**src/rtl/clk_disp_scan.sv**
```systemverilog
// rtl/clk_disp_scan.sv - digit scan counter, double-dabble BCD formatter and blinking digit bank
// Fields are snapshotted on the frame wrap, converted one at a time, then committed to the bank atomically.
module clk_disp_scan #(
  parameter int DIGITS    = 8,
  parameter int SCAN_DIV  = 1000,
  parameter int BLINK_DIV = 250
) (
  input  logic                       clk,
  input  logic                       rst,
  input  logic [5:0]                 mode,
  input  logic [2:0]                 alarm_mode,
  input  logic [10:0]                hour,
  input  logic [10:0]                minute,
  input  logic [10:0]                second,
  input  logic [10:0]                temp_hour,
  input  logic [10:0]                temp_minute,
  input  logic [10:0]                temp_second,
  input  logic [5:0]                 month,
  input  logic [10:0]                day,
  input  logic [10:0]                week,
  input  logic [15:0]                year,
  input  logic [DIGITS-1:0]          blink_mask,
  output logic [$clog2(DIGITS)-1:0]  light,
  output logic [3:0]                 num,
  output logic                       dot,
  output logic                       busy
);
  localparam int LW = $clog2(DIGITS);
  localparam int PW = $clog2(SCAN_DIV + 1);
  localparam int BW = $clog2(BLINK_DIV + 1);
  localparam logic [3:0] C_DASH  = 4'd11;
  localparam logic [3:0] C_BLANK = 4'd12;
  localparam logic [DIGITS-1:0] SHOWN = DIGITS'(8'hFF);

  typedef enum logic [2:0] {S_IDLE, S_LOAD, S_SHIFT, S_STORE, S_COMMIT} state_t;
  typedef enum logic [1:0] {K_BLANK, K_TIME, K_DATE, K_YEAR} kind_t;

  state_t            state_q, state_d;
  kind_t             kind_q, kind_d;
  logic [PW-1:0]     pre_q, pre_d;
  logic [LW-1:0]     light_q, light_d;
  logic [BW-1:0]     bcnt_q, bcnt_d;
  logic              phase_q, phase_d;
  logic [2:0][15:0]  fld_q, fld_d;
  logic [10:0]       week_q, week_d;
  logic [1:0]        k_q, k_d;
  logic [3:0]        cnt_q, cnt_d;
  logic [13:0]       sr_q, sr_d;
  logic [15:0]       bcd_q, bcd_d;
  logic [7:0][3:0]   stage_q, stage_d, bank_q, bank_d;
  logic              year_q, year_d;
  logic [3:0]        num_q, num_d;
  logic              dot_q, dot_d;

  logic              pre_tc, frame, last;
  logic [15:0]       cur, roc, yc;
  logic [3:0]        two_hi, two_lo;
  logic [2:0]        base3, base4;

  function automatic logic [15:0] add3(input logic [15:0] b);
    logic [15:0] r;
    r = b;
    for (int i = 0; i < 4; i++)
      if (b[4*i +: 4] >= 4'd5) r[4*i +: 4] = b[4*i +: 4] + 4'd3;
    return r;
  endfunction

  // Leading-zero blanking over four digits; the ones digit is always shown.
  function automatic logic [15:0] blank4(input logic [15:0] b);
    logic [15:0] c;
    c[15:12] = (b[15:12] == 4'd0) ? C_BLANK : b[15:12];
    c[11:8]  = (b[15:8]  == 8'd0) ? C_BLANK : b[11:8];
    c[7:4]   = (b[15:4]  == 12'd0) ? C_BLANK : b[7:4];
    c[3:0]   = b[3:0];
    return c;
  endfunction

  always_comb begin
    pre_tc  = (pre_q == PW'(SCAN_DIV - 1));
    frame   = pre_tc && (light_q == LW'(DIGITS - 1));
    pre_d   = pre_tc ? '0 : pre_q + 1'b1;
    light_d = light_q;
    if (pre_tc) light_d = frame ? '0 : light_q + 1'b1;
    bcnt_d  = bcnt_q;
    phase_d = phase_q;
    if (frame) begin
      if (bcnt_q == BW'(BLINK_DIV - 1)) begin
        bcnt_d  = '0;
        phase_d = ~phase_q;
      end else begin
        bcnt_d = bcnt_q + 1'b1;
      end
    end
  end

  always_comb begin
    state_d = state_q;
    kind_d  = kind_q;
    fld_d   = fld_q;
    week_d  = week_q;
    k_d     = k_q;
    cnt_d   = cnt_q;
    sr_d    = sr_q;
    bcd_d   = bcd_q;
    stage_d = stage_q;
    bank_d  = bank_q;
    year_d  = year_q;
    cur     = fld_q[k_q];
    roc     = fld_q[0] - 16'd1911;
    two_hi  = (cur > 16'd99) ? C_DASH : bcd_q[7:4];
    two_lo  = (cur > 16'd99) ? C_DASH : bcd_q[3:0];
    base3   = {k_q, 1'b0} + {1'b0, k_q};
    base4   = {k_q[0], 2'b00};
    yc      = blank4(bcd_q);
    last    = (kind_q == K_TIME) ? (k_q == 2'd2) : (k_q == 2'd1);
    case (state_q)
      S_IDLE: if (frame) begin
        state_d = S_LOAD;
        k_d     = '0;
        stage_d = {8{C_BLANK}};
        week_d  = week;
        fld_d   = '0;
        kind_d  = K_BLANK;
        case (mode)
          6'd1, 6'd5: begin
            kind_d = K_TIME;
            if (mode == 6'd5 && alarm_mode != 3'd0) begin
              fld_d[0] = {5'd0, temp_hour};
              fld_d[1] = {5'd0, temp_minute};
              fld_d[2] = {5'd0, temp_second};
            end else begin
              fld_d[0] = {5'd0, hour};
              fld_d[1] = {5'd0, minute};
              fld_d[2] = {5'd0, second};
            end
          end
          6'd2: begin
            kind_d   = K_DATE;
            fld_d[0] = {10'd0, month};
            fld_d[1] = {5'd0, day};
          end
          6'd3: begin
            kind_d   = K_YEAR;
            fld_d[0] = year;
          end
          default: ;
        endcase
      end
      S_LOAD: begin
        sr_d    = (kind_q == K_YEAR && k_q == 2'd1) ? roc[13:0] : cur[13:0];
        bcd_d   = '0;
        cnt_d   = '0;
        state_d = S_SHIFT;
      end
      S_SHIFT: begin
        bcd_d = {add3(bcd_q) << 1} | {15'd0, sr_q[13]};
        sr_d  = sr_q << 1;
        cnt_d = cnt_q + 4'd1;
        if (cnt_q == 4'd13) state_d = S_STORE;
      end
      S_STORE: begin
        case (kind_q)
          K_TIME, K_DATE: begin
            stage_d[base3]        = two_hi;
            stage_d[base3 + 3'd1] = two_lo;
            if (k_q != 2'd2) stage_d[base3 + 3'd2] = C_DASH;
            if (kind_q == K_DATE && k_q == 2'd1) begin
              stage_d[6] = C_DASH;
              stage_d[7] = (week_q <= 11'd9) ? week_q[3:0] : C_DASH;
            end
          end
          K_YEAR: begin
            // An out-of-range year dashes Y and leaves R blank, as does a pre-ROC year.
            if (fld_q[0] > 16'd9999)
              yc = (k_q == 2'd0) ? {4{C_DASH}} : {4{C_BLANK}};
            else if (k_q == 2'd1 && fld_q[0] <= 16'd1911)
              yc = {4{C_BLANK}};
            stage_d[base4]        = yc[15:12];
            stage_d[base4 + 3'd1] = yc[11:8];
            stage_d[base4 + 3'd2] = yc[7:4];
            stage_d[base4 + 3'd3] = yc[3:0];
          end
          default: ;
        endcase
        if (last) begin
          state_d = S_COMMIT;
        end else begin
          k_d     = k_q + 2'd1;
          state_d = S_LOAD;
        end
      end
      S_COMMIT: begin
        bank_d  = stage_q;
        year_d  = (kind_q == K_YEAR);
        state_d = S_IDLE;
      end
      default: state_d = S_IDLE;
    endcase
  end

  // Outputs look at next-state light and bank so they line up with light and a commit shows next cycle.
  always_comb begin
    num_d = C_BLANK;
    if (SHOWN[light_d] && !(blink_mask[light_d] && !phase_d)) num_d = bank_d[light_d[2:0]];
    dot_d = !(year_d && light_d == LW'(3));
  end

  always_ff @(posedge clk or posedge rst) begin
    if (rst) begin
      state_q <= S_IDLE;
      kind_q  <= K_BLANK;
      pre_q   <= '0;
      light_q <= '0;
      bcnt_q  <= '0;
      phase_q <= 1'b1;
      fld_q   <= '0;
      week_q  <= '0;
      k_q     <= '0;
      cnt_q   <= '0;
      sr_q    <= '0;
      bcd_q   <= '0;
      stage_q <= {8{C_BLANK}};
      bank_q  <= {8{C_BLANK}};
      year_q  <= 1'b0;
      num_q   <= C_BLANK;
      dot_q   <= 1'b1;
    end else begin
      state_q <= state_d;
      kind_q  <= kind_d;
      pre_q   <= pre_d;
      light_q <= light_d;
      bcnt_q  <= bcnt_d;
      phase_q <= phase_d;
      fld_q   <= fld_d;
      week_q  <= week_d;
      k_q     <= k_d;
      cnt_q   <= cnt_d;
      sr_q    <= sr_d;
      bcd_q   <= bcd_d;
      stage_q <= stage_d;
      bank_q  <= bank_d;
      year_q  <= year_d;
      num_q   <= num_d;
      dot_q   <= dot_d;
    end
  end

  assign light = light_q;
  assign num   = num_q;
  assign dot   = dot_q;
  assign busy  = (state_q != S_IDLE);
endmodule

```
**config.mk**
```make
export PLATFORM = sky130hd
export DESIGN_NAME = clk_disp_scan
export DESIGN_NICKNAME = d
export VERILOG_FILES = /design/src/rtl/clk_disp_scan.sv
export SDC_FILE = /design/constraint.sdc
export NUM_CORES = 1
export LEC_CHECK = 0
export BUFFER_PORTS_ARGS = -buffer_cell sky130_fd_sc_hd__buf_2
export CORE_MARGIN = 8
export CORE_UTILIZATION = 45
export CTS_BUF_LIST = sky130_fd_sc_hd__clkbuf_4 sky130_fd_sc_hd__clkbuf_8
export DETAILED_ROUTE_END_ITERATION = 8
export PLACE_DENSITY = 0.73
export SYNTH_ARGS = -nofsm -noshare
export SYNTH_HDL_FRONTEND = slang
export SYNTH_SLANG_ARGS = --single-unit
```
**constraint.sdc**
```tcl
create_clock -name clk -period 12.6 [get_ports clk]
set_input_delay 0 -clock clk [delete_from_list [all_inputs] [get_ports clk]]
set_output_delay 0 -clock clk [all_outputs]
set_load 0.02 [all_outputs]
```
* After elaboration in Yosys (flattened, before gate mapping) *
Memory sizes are Yosys's and may differ from the RTL's.
Index checks and enable logic that the tools add are counted.

word-level totals
  register bits after elaboration = 192
  memory bits (read-only) = 8
  input port bits = 129
  word-level logic and storage cells = 212
  memories = 1

cells by class
  add/sub/neg operators = 16
  order comparisons = 24
  equality and inequality tests = 23
  mux-type cells = 77
  bitwise logic cells = 5
  reductions and logical operators = 33

memories
  memory            depth  bits a word  read ports  clocked after Yosys merged registers in  write ports  RTL line  source
  (name not given)  8      1            1           0                                        0            204       if (SHOWN[light_d] && !(blink_mask[light_d] && !phase_d)) num_d = bank_d[light_d[2:0]];

operator list
  cell                    count
  $bwmux W32              6
  $pmux W32 S2            2
  $mux W16                6
  $mux W32                3
  $mux W4                 21
  $demux W4 S3            6
  $pmux W16 S2            2
  $pmux W16 S3            1
  $mux W43                1
  $bmux W16 S2            1
  $lt A3 B4 Y1 const B    8
  $pmux W14 S2            1
  $or A24 B24 Y24         1
  $ge A3 B1 Y1 const B    7
  $mux W3                 7
  $ge A4 B3 Y1 const B    4
  $gt A16 B14 Y1 const B  1
  $gt A16 B7 Y1 const B   1
  $le A16 B11 Y1 const B  1
  $mux W8                 2
  $or A16 B1 Y16          1
  $logic_and A1 B1 Y1     15
  $mux W15                1
  $mux W14                1
  48 further kinds        78

* Logic depth before layout (Yosys ltp) *
Gate-level depths: netlist of the first run.

  depth in word-level cells = 12
  depth in mapped cells = 11
  depth with buffers taken out = 9

* Worst setup path after synthesis of the first run *
OpenSTA, ideal clock, no wires.

  kind = register to register
  start point = reg light_q[0], in the netlist light[0]
  end point = reg stage_q[4] in the netlist's numbering
  arrival = 2.260 ns
  slack = 10.219 ns
  stages on the path, launching flop included = 9
  path buffers = 0
  clock period less this slack = 2.381 ns
  path through = dfrtp_1 ha_1 ha_1 inv_1 nor4_4 a21boi_1 a221o_1 a31o_1 o22a_1

between the ends
  cells in the longest elaborated chain, start to end = 4

RTL lines
  what                         RTL line  source
  start: declaration           41        logic [LW-1:0] light_q, light_d;
  start signal: assignment     231       light_q <= light_d;
  $eq A3 B3 Y1                 80        frame = pre_tc && (light_q == LW'(DIGITS - 1));
  $logic_and A1 B1 Y1          80
  $ne A2 B2 Y1 (no line)       n/a
  $reduce_and A3 Y1 (no line)  n/a
  end signal: assignment       222       stage_q <= {8{C_BLANK}};
  end signal: assignment       240       stage_q <= stage_d;
  end: declaration             50        logic [7:0][3:0] stage_q, stage_d, bank_q, bank_d;

No other way between the ends.
A chain may end at the register's enable or synchronous reset.

* Final worst setup path of the first run *
  start point = reg k_q[0]
  end point = reg stage_q[29] in the netlist's numbering

between the ends
  cells in the longest elaborated chain, start to end = 12
  elaborated cells between the ends (all ways) = 62

RTL lines
  what                                                               RTL line       source
  start: declaration                                                 46             logic [1:0] k_q, k_d;
  start signal: assignment                                           236            k_q <= k_d;
  $add A3 B2 Y3 or $eq A2 B1 Y1 (tied branches)                      112, 167, 176
  $add A3 B1 Y3 (tied with other cells)                              165            stage_d[base3 + 3'd1] = two_lo;
  $lt A3 B4 Y1 (implied by the code) (tied with other cells)         165
  $logic_and A1 B1 Y1 (implied by the code) (tied with other cells)  165
  $mux W4 (implied by the code) (tied with other cells)              165
  $demux W4 S3 (tied with other cells)                               165
  $bwmux W32 (on tied branches)                                      165, 178
  $or A24 B24 Y24 (no line) or $bwmux W32 (tied branches)            n/a
  $mux W32 or $bwmux W32 (tied branches)                             166, 180
  $mux W8 or $bwmux W32 (tied branches)                              167, 181
  $pmux W32 S2 (*)                                                   162            case (kind_q)
  $pmux W32 S2 (*)                                                   116            case (state_q)

Mark *: on every way between the ends. The rest lies on a longest branch, timed or not. The select of a mux whose other input is x is not followed.

==> flow_metrics.tcl, run 1 <==
set metrics [dict create \
    die_h_um 171.4 \
    comb_power_share 0.055 \
    fin_setup_tns_ps 0 \
    drv_slew 0 \
    relSlewSlack 0.1554 \
    p_leak_nw 5.738 \
    drv_cap 0 \
    routabilityCongestion 0.9979 \
    regToRegSetupSlack_ps 9120 \
    clk_latency_ps 480 \
    firstDrtPassIters 6 \
    htreeDepth 4 \
    worst_pin_slew_ps 1267 \
    min_from "mode[2]" \
    cts.sinks 182 \
    yosysUniqueCellTypes 93 \
    initial_core_util 0.4523 \
    synthMuxAreaShare 0.09392 \
    cts_root_buf "clkbuf_8" \
    syn2layout_area_growth_pct 19.65 \
    antenna_found_initial 1 \
    synth-compound-area-share 0.2248 \
    synth_top_family_by_area "compound AO/OA/AOI/OAI gates" \
    first_iter_violations 1007 \
    rsz0062_at_grt "false" \
    p_int_uw 823.7 \
    hold_viol 0 \
    vias 10160 \
    clock_skew_ps 25.83 \
    p_seq_frac 0.536 \
    grt_pass1_wl_mm 55.00 \
    grt_usage 0.2367 \
    critical_path.max_fanout 24 \
    setup_viol 0 \
    wl_per_cell_um 20.69 \
    cts_buffers 17 \
    yosysSeqAreaShare 0.4231 \
    synth_top_area_frac 0.3361 \
    dieArea_um2 29390 \
    post-dp-hpwl_mm 23.98 \
    cts_resized 0 \
    syn_area_per_cell_um2 9.387 \
    ir_drop_uv 59.74 \
    yosys.area.top_type "dfrtp_1" \
    min_path_type "in -> reg" \
    setup.worst_path.start_class "register" \
    layout.cells.most_common "nand2_1" \
    powerDensity_nw_per_um2 83.99 \
    cts_tree "yes" \
    max-clock-path-buffers 2 \
    switching_share 0.2460 \
    synth_nets 1314 \
    clkPwrFrac 0.408 \
    post-route-worst-setup-slack_ps 9125 \
    synthXorXnorAreaFrac 0.01773 \
    rows 57 \
    rr_startpoint "k_q[0]" \
    grt_pass1_vias 10230 \
    overflow 0 \
    synth_cells 1158 \
    drt-vias-per-instance 6.066 \
    drc_errors 0 \
    layout-drive-gt1-share 0.2105 \
    yosys_warnings 0 \
    clk_pin_slew_ps 100 \
    dieWidth_um 171.4 \
    switchingPower_uw 268.7 \
    io_buffers 137 \
    synth-simple-area-share 0.1693 \
    status "finished clean" \
    fin_crit_ps 3475 \
    reg2reg_depth 6 \
    wirelength_mm 34.63 \
    place_ws_ps 9161 \
    fin_nets 1492 \
    async_flop_share 1.000 \
    synth-edff-count 0 \
    cp-end-kind "register" \
    startpoint "k_q[0]" \
    cp.required_ps 12960 \
    cp.arrival_ps 3840 \
    synth-adder-area-share 0.03108 \
    period_share 0.2758 \
    ys_top_cells_by_area "dfrtp_1 (34%), dfstp_2 (8.7%), nand2_1 (5.3%)" \
    crit_type "reg -> reg" \
    fmax_mhz 287.8 \
    pin_count 138 \
    synth-main-ff-cell "dfrtp_1" \
    cp-endpoint "stage_q[29]" \
    grt_max_degree 106 \
    core_um2 24030 \
    detail-route-antenna-nets 0 \
    mappedNetlistArea_um2 10870 \
    reg2reg_to "stage_q[29]" \
    ys_ff_latch 182 \
    final_cell_mix "nand2_1 (153), dfrtp_1 (146), buf_2 (137), nor2_1 (92), dlygate4sd3_1 (83)" \
]
## power by group through the flow
stage / clock network, mW / registers (mW) / logic [mW]
2_1_floorplan: 0 / 0.597 / 0.0170
3_5_place_dp: 0 / 0.597 / 0.0432
3_3_place_gp: 0 / 0.597 / 0.0426
4_1_cts: 0.453 / 0.586 / 0.0583
5_1_grt: 0.473 / 0.586 / 0.0658
6_report: 0.446 / 0.586 / 0.0606
## registers in the layout, indices dropped and copies added, names as in the netlist
register and flops:
bcd_q 16, fld_q 38, stage_q 32, cnt_q 4, num 4, bank_q 32, light 3, bcnt_q 8
week_q 11, kind_q 2, state_q 3, year_q 1, k_q 2, sr_q 14, phase_q 1, pre_q 10
dot 1
## metrics by stage
step / utilization / power [mW] / cells / hold WS (ps) / instance area, µm²
2_1_floorplan: - / 0.6142 / 1158 / 105.4 / 10870
3_3_place_gp: 0.4880 / 0.6394 / 1558 / 197.2 / 11730
3_5_place_dp: 0.4880 / 0.6400 / 1558 / 199.4 / 11730
4_1_cts: 0.5410 / 1.097 / 1673 / 36.82 / 13000
5_1_grt: 0.5412 / 1.125 / 1674 / 111.4 / 13010
6_report: 0.5412 / 1.092 / 1674 / 66.33 / 13010
## worst min-delay path by stage
stage | endpoint | cells past startpoint
3_3_place_gp | week_q[4] | 3
5_1_grt | kind_q[1] | 5
4_1_cts | kind_q[1] | 5
6_report | kind_q[1] | 5
3_5_place_dp | week_q[4] | 3
2_1_floorplan | week_q[0] | 2
## worst max-delay path: stages, from the launching register on
cell	delay (ps)
dfrtp_1	860
inv_2	390
a22oi_1	400
a311oi_2	270
nor3_2	830
a41oi_1	230
o32a_1	380
## layer usage
| metal | up-vias | routed length, µm | global-route usage |
|---|---|---|---|
| li1 | 4650 | - | - |
| met1 | 4938 | 14810 | 0.3038 |
| met2 | 493 | 16310 | 0.3875 |
| met3 | 74 | 2610 | 0.05715 |
| met4 | 0 | 897 | 0.07713 |
| met5 | - | 0 | 0 |
## cell families after synthesis
kind of cell | count (synthesis)
AND/OR/NAND/NOR | 381
AO/OA/AOI/OAI | 352
flip-flops | 182
buffers and inverters | 100
multiplexers | 94
adder cells (fa/ha/maj) | 27
XOR/XNOR | 22
## timing repair
action / in CTS / in global routing
hold buffers: 83 / 0
hold endpoints to repair: 117 / 0
setup buffers: 0 / 0
## synth_stat cells, types with 24 or more instances
| library cell | instances |
|---|---|
| a21oi_1 | 58 |
| clkbuf_1 | 43 |
| dfrtp_1 | 146 |
| dfstp_2 | 36 |
| ha_1 | 27 |
| inv_1 | 26 |
| mux2_1 | 24 |
| mux2_2 | 40 |
| mux2i_1 | 30 |
| nand2_1 | 153 |
| nand3_1 | 24 |
| nor2_1 | 93 |
| o21ai_0 | 66 |
## area by class of cell
class,count,area (µm²)
clock inverter,15,210.2
timing repair buffer,229,1584
antenna,1,2.502
tap,324,405.4
clock buffer,17,234.0
multi-input combinational,876,5848
fill,2111,11030
sequential,182,4599
inverter,30,122.6
No activity file was read; power rests on OpenSTA's default activity.
==> inputs of run 2 (changes only) <==
PLACE_DENSITY = 0.75   (was 0.73)
clock period = 2.9 ns   (was 12.6 ns; I/O delays follow)
==> run 2 against run 1 <==
Effect of this change: critical endpoint is now stage_q[31]; critical path depth rose by 3; clock skew fell by 6.9 ps; non-clock buffer count rose by 62; cell count rose by 3.7%; sequential power rose to 4.4 times the previous value; wire length rose by 4.3%; flip-flop and latch count did not move.
==> flow_metrics.tcl, run 2 (same netlist as run 1, synthesis figures left out) <==
set metrics [dict create \
    status "finished clean" \
    cp-end-kind "register" \
    cp.arrival_ps 3080 \
    multiInputGateArea_um2 5848 \
    relSlewSlack 0.3527 \
    setup.worst_path.start_class "register" \
    fmax_mhz 370.5 \
    comb_power_share 0.065 \
    power_mw 4.551 \
    routabilityCongestion 0.9621 \
    grt_usage 0.2491 \
    initial_core_util 0.4523 \
    die_h_um 171.4 \
    stdcell_count 1736 \
    fin_nets 1554 \
    dieWidth_um 171.4 \
    hold_viol 0 \
    grt_pass1_vias 10570 \
    syn2layout_area_growth_pct 23.78 \
    clk_pin_slew_ps 110 \
    vias 10560 \
    drv_cap 0 \
    cp.required_ps 3280 \
    fin_setup_tns_ps 0 \
    switching_share 0.2600 \
    cts.sinks 182 \
    p_int_mw 3.368 \
    grt_max_degree 52 \
    placedCellCount 1609 \
    wl_per_cell_um 20.80 \
    period_share 0.9307 \
    ir_drop_uv 189.5 \
    htreeDepth 4 \
    detail-route-antenna-nets 0 \
    post-dp-hpwl_mm 25.31 \
    drt-vias-per-instance 6.082 \
    clock_skew_ps 18.97 \
    layout.cells.most_common "nand2_1" \
    overflow 0 \
    grt_pass1_wl_mm 57.44 \
    rows 57 \
    core_um2 24030 \
    crit_type "reg -> reg" \
    antenna_found_initial 1 \
    largest_reg_flops 38 \
    p_seq_frac 0.559 \
    first_iter_violations 1100 \
    clkPwrFrac 0.375 \
    switchingPower_mw 1.184 \
    powerDensity_nw_per_um2 338.3 \
    critical_path.max_fanout 8 \
    final_core_util 0.5598 \
    hold_ws_ps 33.84 \
    wirelength_mm 36.11 \
    rsz0062_at_grt "false" \
    regArea_um2 4601 \
    fill_cells 2036 \
    clk_latency_ps 480 \
    drv_slew 0 \
    top_regs "fld_q: 38 flops, bank_q: 32 flops, stage_q: 32 flops" \
    top_register "fld_q" \
    min_path_type "in -> async" \
    setup_viol 0 \
    final_cell_mix "nand2_1 (153), dfrtp_1 (145), buf_2 (137), dlygate4sd3_1 (94), nor2_1 (92)" \
    worst_pin_slew_ps 968.6 \
    post_cts_buffers 0 \
    drc_errors 0 \
    io_buffers 137 \
    cts_buffers 17 \
    dieArea_um2 29390 \
    layout-drive-gt1-share 0.2381 \
    pin_count 138 \
    p_leak_nw 5.973 \
    max-clock-path-buffers 2 \
    firstDrtPassIters 7 \
    cts_tree "yes" \
    fin_crit_ps 2699 \
    cts_root_buf "clkbuf_8" \
]
-- run 2: worst paths after layout --
path	startpoint	end	slack [ps]	cells past startpoint
max	light[0]	stage_q[31]	200	9
min	rst	bcd_q[8]	30	3
max reg2reg	light[0]	stage_q[31]	200	9
min reg2reg	pre_q[0]	pre_q[0]	470	1
max in group asynchronous	rst	year_q	1950	4
min in group clk	blink_mask[6]	num[0]	100	4
-- run 2: power groups by stage --
stage                     combinational (mW)  sequential (mW)  clock [mW]
final                                  0.298             2.55        1.71
after global routing                   0.321             2.55        1.82
after CTS                              0.282             2.55        1.74
after detailed placement               0.194             2.59           0
after global placement                 0.190             2.59           0
after floorplan                       0.0744             2.60           0
-- run 2: critical path, stage by stage, from the launching register on --
cell,delay [ps]
dfrtp_1,430
ha_1,170
ha_1,200
inv_1,100
nor4_4,490
buf_4,240
a21oi_1,170
or4_1,600
o21ai_1,120
a41oi_1,70
-- run 2: layout make-up --
class | instances | share of cell area
Antenna cell | 1 | 0.0001860
Clock buffer | 18 | 0.01841
Clock inverter | 14 | 0.01041
Inverter | 30 | 0.009020
Multi-Input combinational cell | 876 | 0.4346
Sequential cell | 182 | 0.3419
Tap cell | 324 | 0.03013
Timing Repair Buffer | 291 | 0.1553
-- run 2: metrics by stage --
step,area (µm²),setup slack [ps]
2_1_floorplan,10870,518.9
3_3_place_gp,12120,208.5
3_5_place_dp,12120,233.3
4_1_cts,13450,205.5
5_1_grt,13460,38.14
6_report,13460,201.0
-- run 2: what timing repair did --
action                                  CTS  global route
resized for setup                         0             1
hold endpoints to repair                174             0
endpoints found under the setup margin    0             1
hold buffers                             94             0
-- run 2: routing by layer --
layer | routed length [µm] | vias to the layer above | global-route usage
li1 | - | 4777 | -
met1 | 14530 | 5088 | 0.3116
met2 | 16890 | 586 | 0.4032
met3 | 3014 | 108 | 0.05577
met4 | 1676 | 0 | 0.1198
met5 | 0 | - | 0
==> inputs of run 3 (changes only) <==
PLACE_DENSITY = 0.73   (was 0.75)
clock period = 3 ns   (was 2.9 ns; I/O delays follow)
==> run 3 against run 2 <==
Effect of this change: sequential power is 4% lower; register-to-register slack gained 40 ps; critical path depth shrank 1; global-route usage rose by 0.24 points; cell count is 0.29% lower; worst setup slack improved by 41 ps; combinational power about the same; non-clock buffer count down 5; die area unchanged; worst hold slack better by 86 ps; first-iteration DRC count increased by 3.7%; critical path type unchanged.
==> flow_metrics.tcl, run 3 (same netlist as run 1, synthesis figures left out) <==
set metrics [dict create \
    comb_power_share 0.066 \
    setup_viol 0 \
    reg2reg_depth 8 \
    wl_per_cell_um 21.00 \
    rr_startpoint "light[0]" \
    placed_area_um2 12100 \
    slowest_stage "nor4_4" \
    dieArea_um2 29390 \
    grt_pass1_wl_mm 58.25 \
    crit_family "compound AO/OA/AOI/OAI gates" \
    cts_tree "yes" \
    clk_latency_ps 490 \
    grt_max_degree 78 \
    min_from "mode[2]" \
    cp.buffers_inverters 1 \
    path_cells "ha_1, ha_1, inv_1, nor4_4, a21o_1, o21ai_0, a21o_1, o31ai_1" \
    period_share 0.9195 \
    rsz0062_at_grt "false" \
    clkPwrFrac 0.386 \
    cts_root_buf "clkbuf_8" \
    grt_usage 0.2515 \
    htreeDepth 4 \
    wirelength_mm 36.35 \
    postLayoutCellArea_um2 13460 \
    core_um2 24030 \
    setup.worst_path.start_class "register" \
    p_seq_frac 0.548 \
    clock_skew_ps 28.07 \
    crit_type "reg -> reg" \
    drc_errors 0 \
    detail-route-antenna-nets 0 \
    hold_viol 0 \
    relSlewSlack 0.3637 \
    worst_pin_slew_ps 952.2 \
    drv_cap 0 \
    final_cell_mix "nand2_1 (153), dfrtp_1 (146), buf_2 (137), dlygate4sd3_1 (94), nor2_1 (92)" \
    layout.cells.most_common "nand2_1" \
    first_iter_violations 1141 \
    post-dp-hpwl_mm 25.03 \
    rows 57 \
    clk_pin_slew_ps 120 \
    switchingPower_mw 1.147 \
    min_path_cells 5 \
    io_buffers 137 \
    initial_core_util 0.4523 \
    p_leak_nw 5.968 \
    top_register "fld_q" \
    cp.arrival_ps 3150 \
    cp-end-kind "register" \
    p_int_mw 3.343 \
    grt_pass1_vias 10650 \
    overflow 0 \
    max-clock-path-buffers 2 \
    cp.required_ps 3390 \
    layout-drive-gt1-share 0.2354 \
    fin_crit_ps 2758 \
    stdcell_count 1731 \
    drt-vias-per-instance 6.121 \
    fin_setup_tns_ps 0 \
    top_regs "fld_q: 38 flops, bank_q: 32 flops, stage_q: 32 flops" \
    ir_drop_uv 229.6 \
    cts.sinks 182 \
    antenna_found_initial 3 \
    fmax_mhz 362.5 \
    critical_path.max_fanout 12 \
    vias 10600 \
    switching_share 0.2554 \
    powerDensity_nw_per_um2 333.5 \
    syn2layout_area_growth_pct 23.84 \
    dieWidth_um 171.4 \
    reg2reg_to "stage_q[18]" \
    placedCellCount 1602 \
    hold_ws_ps 119.4 \
    firstDrtPassIters 6 \
    regToRegSetupSlack_ps 240 \
    min_path_type "in -> reg" \
    die_h_um 171.4 \
    fin_nets 1549 \
    drv_slew 0 \
    cpPeakStageDelay_ps 530 \
    largest_reg_flops 38 \
    cts_buffers 17 \
    routabilityCongestion 0.9851 \
    worstHoldEndpoint "kind_q[1]" \
    pin_count 138 \
    status "finished clean" \
]
[run 3: changes by cell type in the layout (fill, tap and decap cells not counted), sizes merged]
cell,previous run,this run
bufinv,0,1
clkinvlp,4,3
buf,197,192
clkinv,7,6
inv,33,34
[run 3: worst max path at each step]
stage / from / to / slack (ps) / cells after the start
5_1_grt: light[0] / stage_q[18] / 30 / 8
6_report: light[0] / stage_q[18] / 240 / 8
2_1_floorplan: light[0] / stage_q[4] / 620 / 8
3_5_place_dp: k_q[1] / stage_q[18] / 100 / 7
3_3_place_gp: k_q[1] / stage_q[15] / 210 / 7
4_1_cts: k_q[1] / stage_q[18] / 70 / 7
[run 3: what timing repair did]
item / in CTS / in global routing
hold endpoints to repair: 71 / 0
hold buffers: 94 / 0
buffers inserted: 0 / 2
endpoints found under the setup margin: 0 / 17
gates resized for setup: 0 / 1
[run 3: tightest hold or removal path: stages]
cell and delay (ps):
buf_2 130, nor3b_1 70, buf_4 170, nand2_1 100
o21ai_0 80
[run 3: cell type report]
type / instances / area (µm²)
Sequential cell: 182 / 4599
Tap cell: 324 / 405.4
Inverter: 30 / 121.4
Clock buffer: 18 / 247.7
Fill cell: 2060 / 10570
Clock inverter: 14 / 157.7
Antenna cell: 1 / 2.502
Timing Repair Buffer: 286 / 2077
Multi-Input combinational cell: 876 / 5851
[run 3: power by group through the flow]
stage / Clock, mW / Sequential (mW) / Combinational, mW
after floorplan: 0 / 2.51 / 0.0719
after global placement: 0 / 2.51 / 0.188
after detailed placement: 0 / 2.51 / 0.191
after CTS: 1.76 / 2.46 / 0.277
after global routing: 1.87 / 2.46 / 0.315
final: 1.73 / 2.46 / 0.295
[run 3: metal layers]
layer	routed length, µm	global-route usage
met1	14770	0.3192
met4	1292	0.09527
met3	3125	0.06151
met5	18	0
met2	17150	0.4091
[run 3: per-stage QoR]
stage               utilization  power (mW)  setup slack, ps
floorplan                     -       2.581            618.9
global placement         0.5033       2.694            206.7
detailed placement       0.5033       2.698            101.3
CTS                      0.5593       4.495            68.69
global route             0.5601       4.643            28.73
finish                   0.5601       4.490            241.5
